`src/rtl/onehot_codec_pipe.sv`:
```
// Two-stage valid/ready pipeline converting binary <-> one-hot per word, with a saturating error counter.
// Build option ONEHOT_CODEC_STRICT_EN: multi-hot encode inputs are flagged as errors instead of priority-encoded.
module onehot_codec_pipe #(
  parameter  int unsigned W  = 3,
  parameter  int unsigned CW = 16,
  localparam int unsigned N  = 2 ** W
) (
  input  logic          clk,
  input  logic          rst_n,
  input  logic          in_valid,
  output logic          in_ready,
  input  logic          in_mode,
  input  logic [N-1:0]  in_data,
  output logic          out_valid,
  input  logic          out_ready,
  output logic [N-1:0]  out_data,
  output logic          out_err,
  input  logic          err_clr,
  output logic [CW-1:0] err_count
);

  logic          s1_valid_q, s1_valid_d;
  logic          s1_mode_q, s1_mode_d;
  logic [N-1:0]  s1_data_q, s1_data_d;
  logic          out_valid_q, out_valid_d;
  logic [N-1:0]  out_data_q, out_data_d;
  logic          out_err_q, out_err_d;
  logic [CW-1:0] err_count_q, err_count_d;

  logic          in_xfer_c;
  logic          out_xfer_c;
  logic          s2_load_c;
  logic [W-1:0]  hi_idx_c;
  logic          zero_c;
  logic [N-1:0]  res_data_c;
  logic          res_err_c;
`ifdef ONEHOT_CODEC_STRICT_EN
  logic          multi_hot_c;
`endif

  // S2 may take a new word whenever it is empty or being drained this cycle.
  assign s2_load_c  = s1_valid_q && (!out_valid_q || out_ready);
  assign in_ready   = !s1_valid_q || s2_load_c;
  assign in_xfer_c  = in_valid && in_ready;
  assign out_xfer_c = out_valid_q && out_ready;

  assign out_valid  = out_valid_q;
  assign out_data   = out_data_q;
  assign out_err    = out_err_q;
  assign err_count  = err_count_q;

  // Highest set index; later iterations overwrite earlier ones.
  always_comb begin
    hi_idx_c = '0;
    for (int unsigned i = 0; i < N; i++) begin
      if (s1_data_q[i]) hi_idx_c = W'(i);
    end
  end

  assign zero_c = ~|s1_data_q;
`ifdef ONEHOT_CODEC_STRICT_EN
  assign multi_hot_c = |(s1_data_q & (s1_data_q - N'(1)));
`endif

  // Result computed from the S1 word, captured into S2 on s2_load_c.
  always_comb begin
    res_data_c = '0;
    res_err_c  = 1'b0;
    if (!s1_mode_q) begin
      res_data_c = N'(1) << s1_data_q[W-1:0];
    end else if (zero_c) begin
      res_err_c  = 1'b1;
`ifdef ONEHOT_CODEC_STRICT_EN
    end else if (multi_hot_c) begin
      res_err_c  = 1'b1;
`endif
    end else begin
      res_data_c = N'(hi_idx_c);
    end
  end

  // Next-state for both stages and the error counter.
  always_comb begin
    s1_valid_d  = s1_valid_q;
    s1_mode_d   = s1_mode_q;
    s1_data_d   = s1_data_q;
    out_valid_d = out_valid_q;
    out_data_d  = out_data_q;
    out_err_d   = out_err_q;
    err_count_d = err_count_q;

    if (in_xfer_c) begin
      s1_valid_d = 1'b1;
      s1_mode_d  = in_mode;
      s1_data_d  = in_data;
    end else if (s2_load_c) begin
      s1_valid_d = 1'b0;
    end

    if (s2_load_c) begin
      out_valid_d = 1'b1;
      out_data_d  = res_data_c;
      out_err_d   = res_err_c;
    end else if (out_xfer_c) begin
      out_valid_d = 1'b0;
    end

    // Clear takes priority over a coincident increment.
    if (err_clr) begin
      err_count_d = '0;
    end else if (out_xfer_c && out_err_q && (err_count_q != {CW{1'b1}})) begin
      err_count_d = err_count_q + CW'(1);
    end
  end

  always_ff @(posedge clk or negedge rst_n) begin
    if (!rst_n) begin
      s1_valid_q  <= 1'b0;
      s1_mode_q   <= 1'b0;
      s1_data_q   <= '0;
      out_valid_q <= 1'b0;
      out_data_q  <= '0;
      out_err_q   <= 1'b0;
      err_count_q <= '0;
    end else begin
      s1_valid_q  <= s1_valid_d;
      s1_mode_q   <= s1_mode_d;
      s1_data_q   <= s1_data_d;
      out_valid_q <= out_valid_d;
      out_data_q  <= out_data_d;
      out_err_q   <= out_err_d;
      err_count_q <= err_count_d;
    end
  end

endmodule

```
`config.mk`:
```
export PLATFORM = sky130hd
export DESIGN_NAME = onehot_codec_pipe
export DESIGN_NICKNAME = d
export VERILOG_FILES = /design/src/rtl/onehot_codec_pipe.sv
export SDC_FILE = /design/constraint.sdc
export NUM_CORES = 1
export LEC_CHECK = 0
export BUFFER_PORTS_ARGS = -buffer_cell sky130_fd_sc_hd__clkbuf_2
export CAP_MARGIN = 30
export CORE_MARGIN = 1.5
export CORE_UTILIZATION = 45
export DETAILED_ROUTE_END_ITERATION = 8
export PLACE_DENSITY = 0.77
export RECOVER_POWER = 100
export SLEW_MARGIN = 10
export SYNTH_ARGS = -nofsm -noshare
export SYNTH_HDL_FRONTEND = slang
export SYNTH_SLANG_ARGS = --single-unit
```
`constraint.sdc`:
```
create_clock -name clk -period 3.6 [get_ports clk]
set_input_delay 0.18 -clock clk [delete_from_list [all_inputs] [get_ports clk]]
set_output_delay 0.18 -clock clk [all_outputs]
set_load 0.05 [all_outputs]
```
* Word level (Yosys, flattened, before mapping) *
Cells that the tools add are included.

cells by class
  reduce and logical (&&, ||, !) cells = 13
  eq/ne operators = 1
  shift operators = 1
  muxes and demuxes = 17
  add/sub/neg operators = 1

operators with widths
  kind                   count
  $mux 16                2
  $mux 3                 6
  $add 16x1->16 const B  1
  $ne 16x16->1 const B   1
  $mux 8                 1
  $reduce_or 8->1        1
  $shl 1x3->8 const A    1
  $mux 1                 7
  $reduce_bool 2->1      3
  $logic_and 1x1->1      5
  $logic_not 1->1        2
  $logic_or 1x1->1       2
  $mux 2                 1

word-level totals
  word-level logic and storage cells = 40
  output and inout bits = 27
  bits of input ports = 14
  bits in registers = 36

* Depth between registers and ports, before layout *
  depth after elaboration = 9
  depth in mapped cells = 6
  gate-level depth less buffers = 6

* Worst setup path after synthesis *
No wires, ideal clock.

  path kind = flip-flop to flip-flop
  start point = reg out_valid_q (netlist: out_valid)
  end point = reg s1_data_q[0]
  data required time = 3.475 ns
  cell stages (with the launch flop) = 4
  setup slack = 1.429 ns
  clock period less this slack = 2.171 ns
  arrival time = 2.046 ns
  cells stage by stage = dfrtp_1 > nand3b_1 > nand2_1 > mux2_2

on the way
  longest elaborated chain between the ends = 5

RTL lines
  element                 line  RTL
  start, declared         25    logic out_valid_q, out_valid_d;
  start signal, assigned  129   out_valid_q <= out_valid_d;
  $logic_not 1->1         42    assign s2_load_c = s1_valid_q && (!out_valid_q || out_ready);
  $logic_or 1x1->1        42
  $logic_and 1x1->1       42
  $logic_or 1x1->1        43    assign in_ready = !s1_valid_q || s2_load_c;
  named net in_ready      11    output logic in_ready,
  $logic_and 1x1->1       44    assign in_xfer_c = in_valid && in_ready;
  end signal, assigned    128   s1_data_q <= s1_data_d;
  end, declared           24    logic [N-1:0] s1_data_q, s1_data_d;

The timed path passes the listed nets, and every way through them passes these cells.
A chain may end at the register's enable or synchronous reset.

* Worst setup path in the final report *
  start point = reg err_count_q[0] (netlist: err_count[0])
  end point = reg err_count_q[2] (netlist: err_count[2])

on the way
  longest elaborated chain between the ends = 3
  elaborated cells on any way between the ends = 6
  those cells by class = add/sub: 1; eq/ne: 1; mux: 2; reduce/logical: 2

RTL lines
  element                                        line      RTL
  start, declared                                28        logic [CW-1:0] err_count_q, err_count_d;
  start signal, assigned                         132       err_count_q <= err_count_d;
  $add 16x1->16 or $ne 16x16->1 (tied branches)  112, 111
  $mux 16 or $logic_and 1x1->1 (tied branches)   111       end else if (out_xfer_c && out_err_q && (err_count_q != {CW{1'b1}})) begin
  $mux 16 or $reduce_bool 2->1 (tied branches)   n/a

Parallel ways exist; a longest one is shown, timed or not. The select of a mux whose other input is x is not followed.

==> metrics.md <==
| Metric | Value |
|---|---|
| Leakage power total | 0.000814 uW |
| Fill cell count | roughly 380 |
| Antenna Cells | 0 |
| Share of post-route cells with drive strength above 1 | 13.9% |
| Leading post-synthesis cells by cell area | dfrtp_1, mux2_2, xnor2_1 |
| Signal arrival time at the worst endpoint | approximately 2.4 ns |
| Worst Hold Slack | 0.102 ns |
| Clock-pin slew reported for the worst setup and hold paths after clock tree synthesis | 0.07 ns |
| Vias in the first global route | 1,325 |
| Quantity of I/O buffers inserted on ports | 40 |
| Yosys warns | 0 |
| Yosys top cell by area | dfrtp_1 |
| H-Tree Depth | 2 |
| Number of different library cells in the post-synthesis netlist | 35 |
| Pin count of the biggest net entering global routing | 37 |
| Setup repair after global routing missed its margin | false |
| Max Slew Vio Count | 0 |
| Type of element capturing the critical path | flop |
| Antenna Violating Nets Remaining | 0 |
| Result of the run | completed |
| Die ar. | 4130 sq um |
| Critical path fanouts, max | 5 |
| EDFF count, synth | 0 |
| Utilization of the core after routing | 54.4% |
| Period minus WS final | 2.17 ns |
| Final-report hold violation count | 0 |
| Worst-Skew Late Latency | 0.29 ns |
| Area added between synthesis and finish | 17.0% |
| Clock tree from TritonCTS | done |
| Predominant post-synthesis flop cell | dfrtp_1 |
| Final setup violation count | 0 |
| Wire length of the first global-routing pass | 5.92 mm |
| Root cell of the clock tree | clkbuf_8 |
| Tightest Pin Transition | roughly 1.3 ns |
| Min-delay worst type | input port to flop |
| Die width | between 60 and 70 um |
| Drt initial violations | 99 |
| Most frequent cells after synthesis | dfrtp_1, nand2_1, nor2_1 |
| Bufs on Longest Clock Path | 2 |
| Initial Utilization | a little under half |
| Final instance count without filler cells | 256 |
| Routed wire per std cell | between 10 and 15 um |
| Fin worst setup slack | 1.43 ns |
| Remaining max-slew budget at the tightest pin | around 11% |
| WS Path Type | flop to flop |
| Peak supply drop | 0.283 mV |
| Pre-CTS setup slack | 1.68 ns |
| Cts bufs inserted | 5 |
| Final-stage net count | around 220 |
| Top-level port count | 41 |
| Number of antenna violations at the first check in global routing | 0 |
| Drt drc | 0 |
| Final setup skew | slightly below 0.002 ns |
| Yosys reg bits | 36 |
| Detailed-router iteration count before antenna repair | 4 |
| Setup_tns | 0 ns |
| Seq/Total Area, Yosys | a little over half |
| Number of rows in the core area | 22 |
| GRT Util Overall | 18.5% |
| Most common cell in the synthesized netlist | dfrtp_1 |
| Share of flip-flops with an asynchronous set or reset after synthesis | 100% |
| Startpoint kind of the worst setup timing path | flop |
| Vias after detailed routing | ~1,400 |
| Area of the mapped netlist | approximately 1700 sq um |
| Vertical die dimension | roughly 64 um |
| CTS Sinks | 36 |
| Final period utilization | roughly 60% |
| DP Wirelength | 2.43 mm |
| Setup slack, reg-to-reg | 1.43 ns |
| Synthesized netlist net count | 178 |
| Number of violations of the max-capacitance limit | 0 |
| P per Cell Area | around 450 nW/um^2 |
| Final routed wirelength across all metal layers | about 3.4 mm |
| Critical path data required time | between 3 and 4 ns |
| Final estimated routing congestion in global placement | 0.847 |
| DR vias/cell | roughly 5.4 |
| Cell count after placement | 247 |
| Area fraction of the dominant cell type after synthesis | roughly 53% |
| Number of buffers inserted to repair setup after CTS | 0 |
| Synth Instances | 163 |
| Synthesized area per cell | 10.4 sq um |
| Floorplan core area | 3630 sq um |
| Leftover overflow at the end of global routing | 0 |
| Fmax | 461 MHz |
==> stage by stage <==
step	area (sq um)	power (uW)
finish	1980	887
global route	1980	935
CTS	2010	901
detailed placement	1940	630
global placement	1940	627
floorplan	1690	582
==> report_power, final <==
group          internal, uW  switching (uW)
clock                   131             138
combinational          44.0             108
sequential              435            30.7
==> state kept, by name, indices dropped and copies added (netlist names) <==
register and flops:
out_data 8, out_err 1, out_valid 1, s1_valid_q 1, s1_mode_q 1, s1_data_q 8
err_count 16
==> metal layers <==
metal	share of wire, %	GRT usage, %
met5	0	0
met4	1.9	8.24
met3	7.8	7.22
met1	43	22.0
met2	47	29.7
==> worst paths after layout <==
check	startpoint	to	depth (start not counted)
max in group asynchronous	rst_n	out_err	3
worst min-delay path	in_valid	s1_valid_q	2
worst max register to register	err_count[0]	err_count[2]	5
min in group asynchronous	rst_n	err_count[15]	2
worst min register to register	out_data[4]	out_data[4]	2
worst max-delay path	err_count[0]	err_count[2]	5
==> critical path, cell delays in order, from the launching register on <==
cell	delay, ns
dfrtp_1	0.42
ha_1	0.22
nand3_1	0.17
nor4_1	0.73
nor2_1	0.19
a311oi_1	0.34
==> cells by family (layout without fill, tap and decap cells) <==
| logic type | after synthesis | in the layout | share of synthesized area, % |
|---|---|---|---|
| simple gates | 73 | 73 | 22.0 |
| xor+xnor | 13 | 13 | 6.74 |
| mux | 9 | 9 | 6.00 |
| fa+ha+maj | 1 | 1 | 0.740 |
| buf+inv | 6 | 51 | 1.33 |
| flops | 36 | 36 | 53.3 |
| compound gates | 25 | 25 | 9.92 |
==> repair_timing <==
action,CTS,global route
hold buffers,0,1
hold endpoints to repair,0,10
endpoints found under the setup margin,0,0
resized for setup,0,0
==> area by class of cell <==
cell class,instances,area (sq um),share of cell area (%)
timing repair buffer,42,179,9.05
tap,48,60.1,3.04
multi-input combinational,121,752,38.0
clock buffer,6,72.6,3.67
inverter,2,7.51,0.380
clock inverter,1,5.00,0.253
sequential,36,901,45.6
==> cell usage in the layout, fill, tap and decap left out, types with 2 or more instances in the layout <==
cell type / Yosys / final
o31ai_1: 2 / 2
nor4_1: 3 / 4
nand4_1: 5 / 5
xor2_1: 4 / 4
nor3_1: 9 / 9
nand3_1: 5 / 6
mux2_2: 9 / 9
nor2_1: 18 / 18
inv_1: 2 / 2
o41ai_1: 3 / 3
a311oi_1: 2 / 2
clkbuf_1: 3 / 30
clkbuf_8: 0 / 5
nand2_1: 20 / 20
xnor2_1: 9 / 9
nand2b_1: 4 / 4
nor2b_1: 2 / 2
clkbuf_2: 0 / 12
o21ai_0: 7 / 7
dfrtp_1: 36 / 36
a21oi_1: 4 / 4
Note: power is estimated with default switching activity, not from simulation.
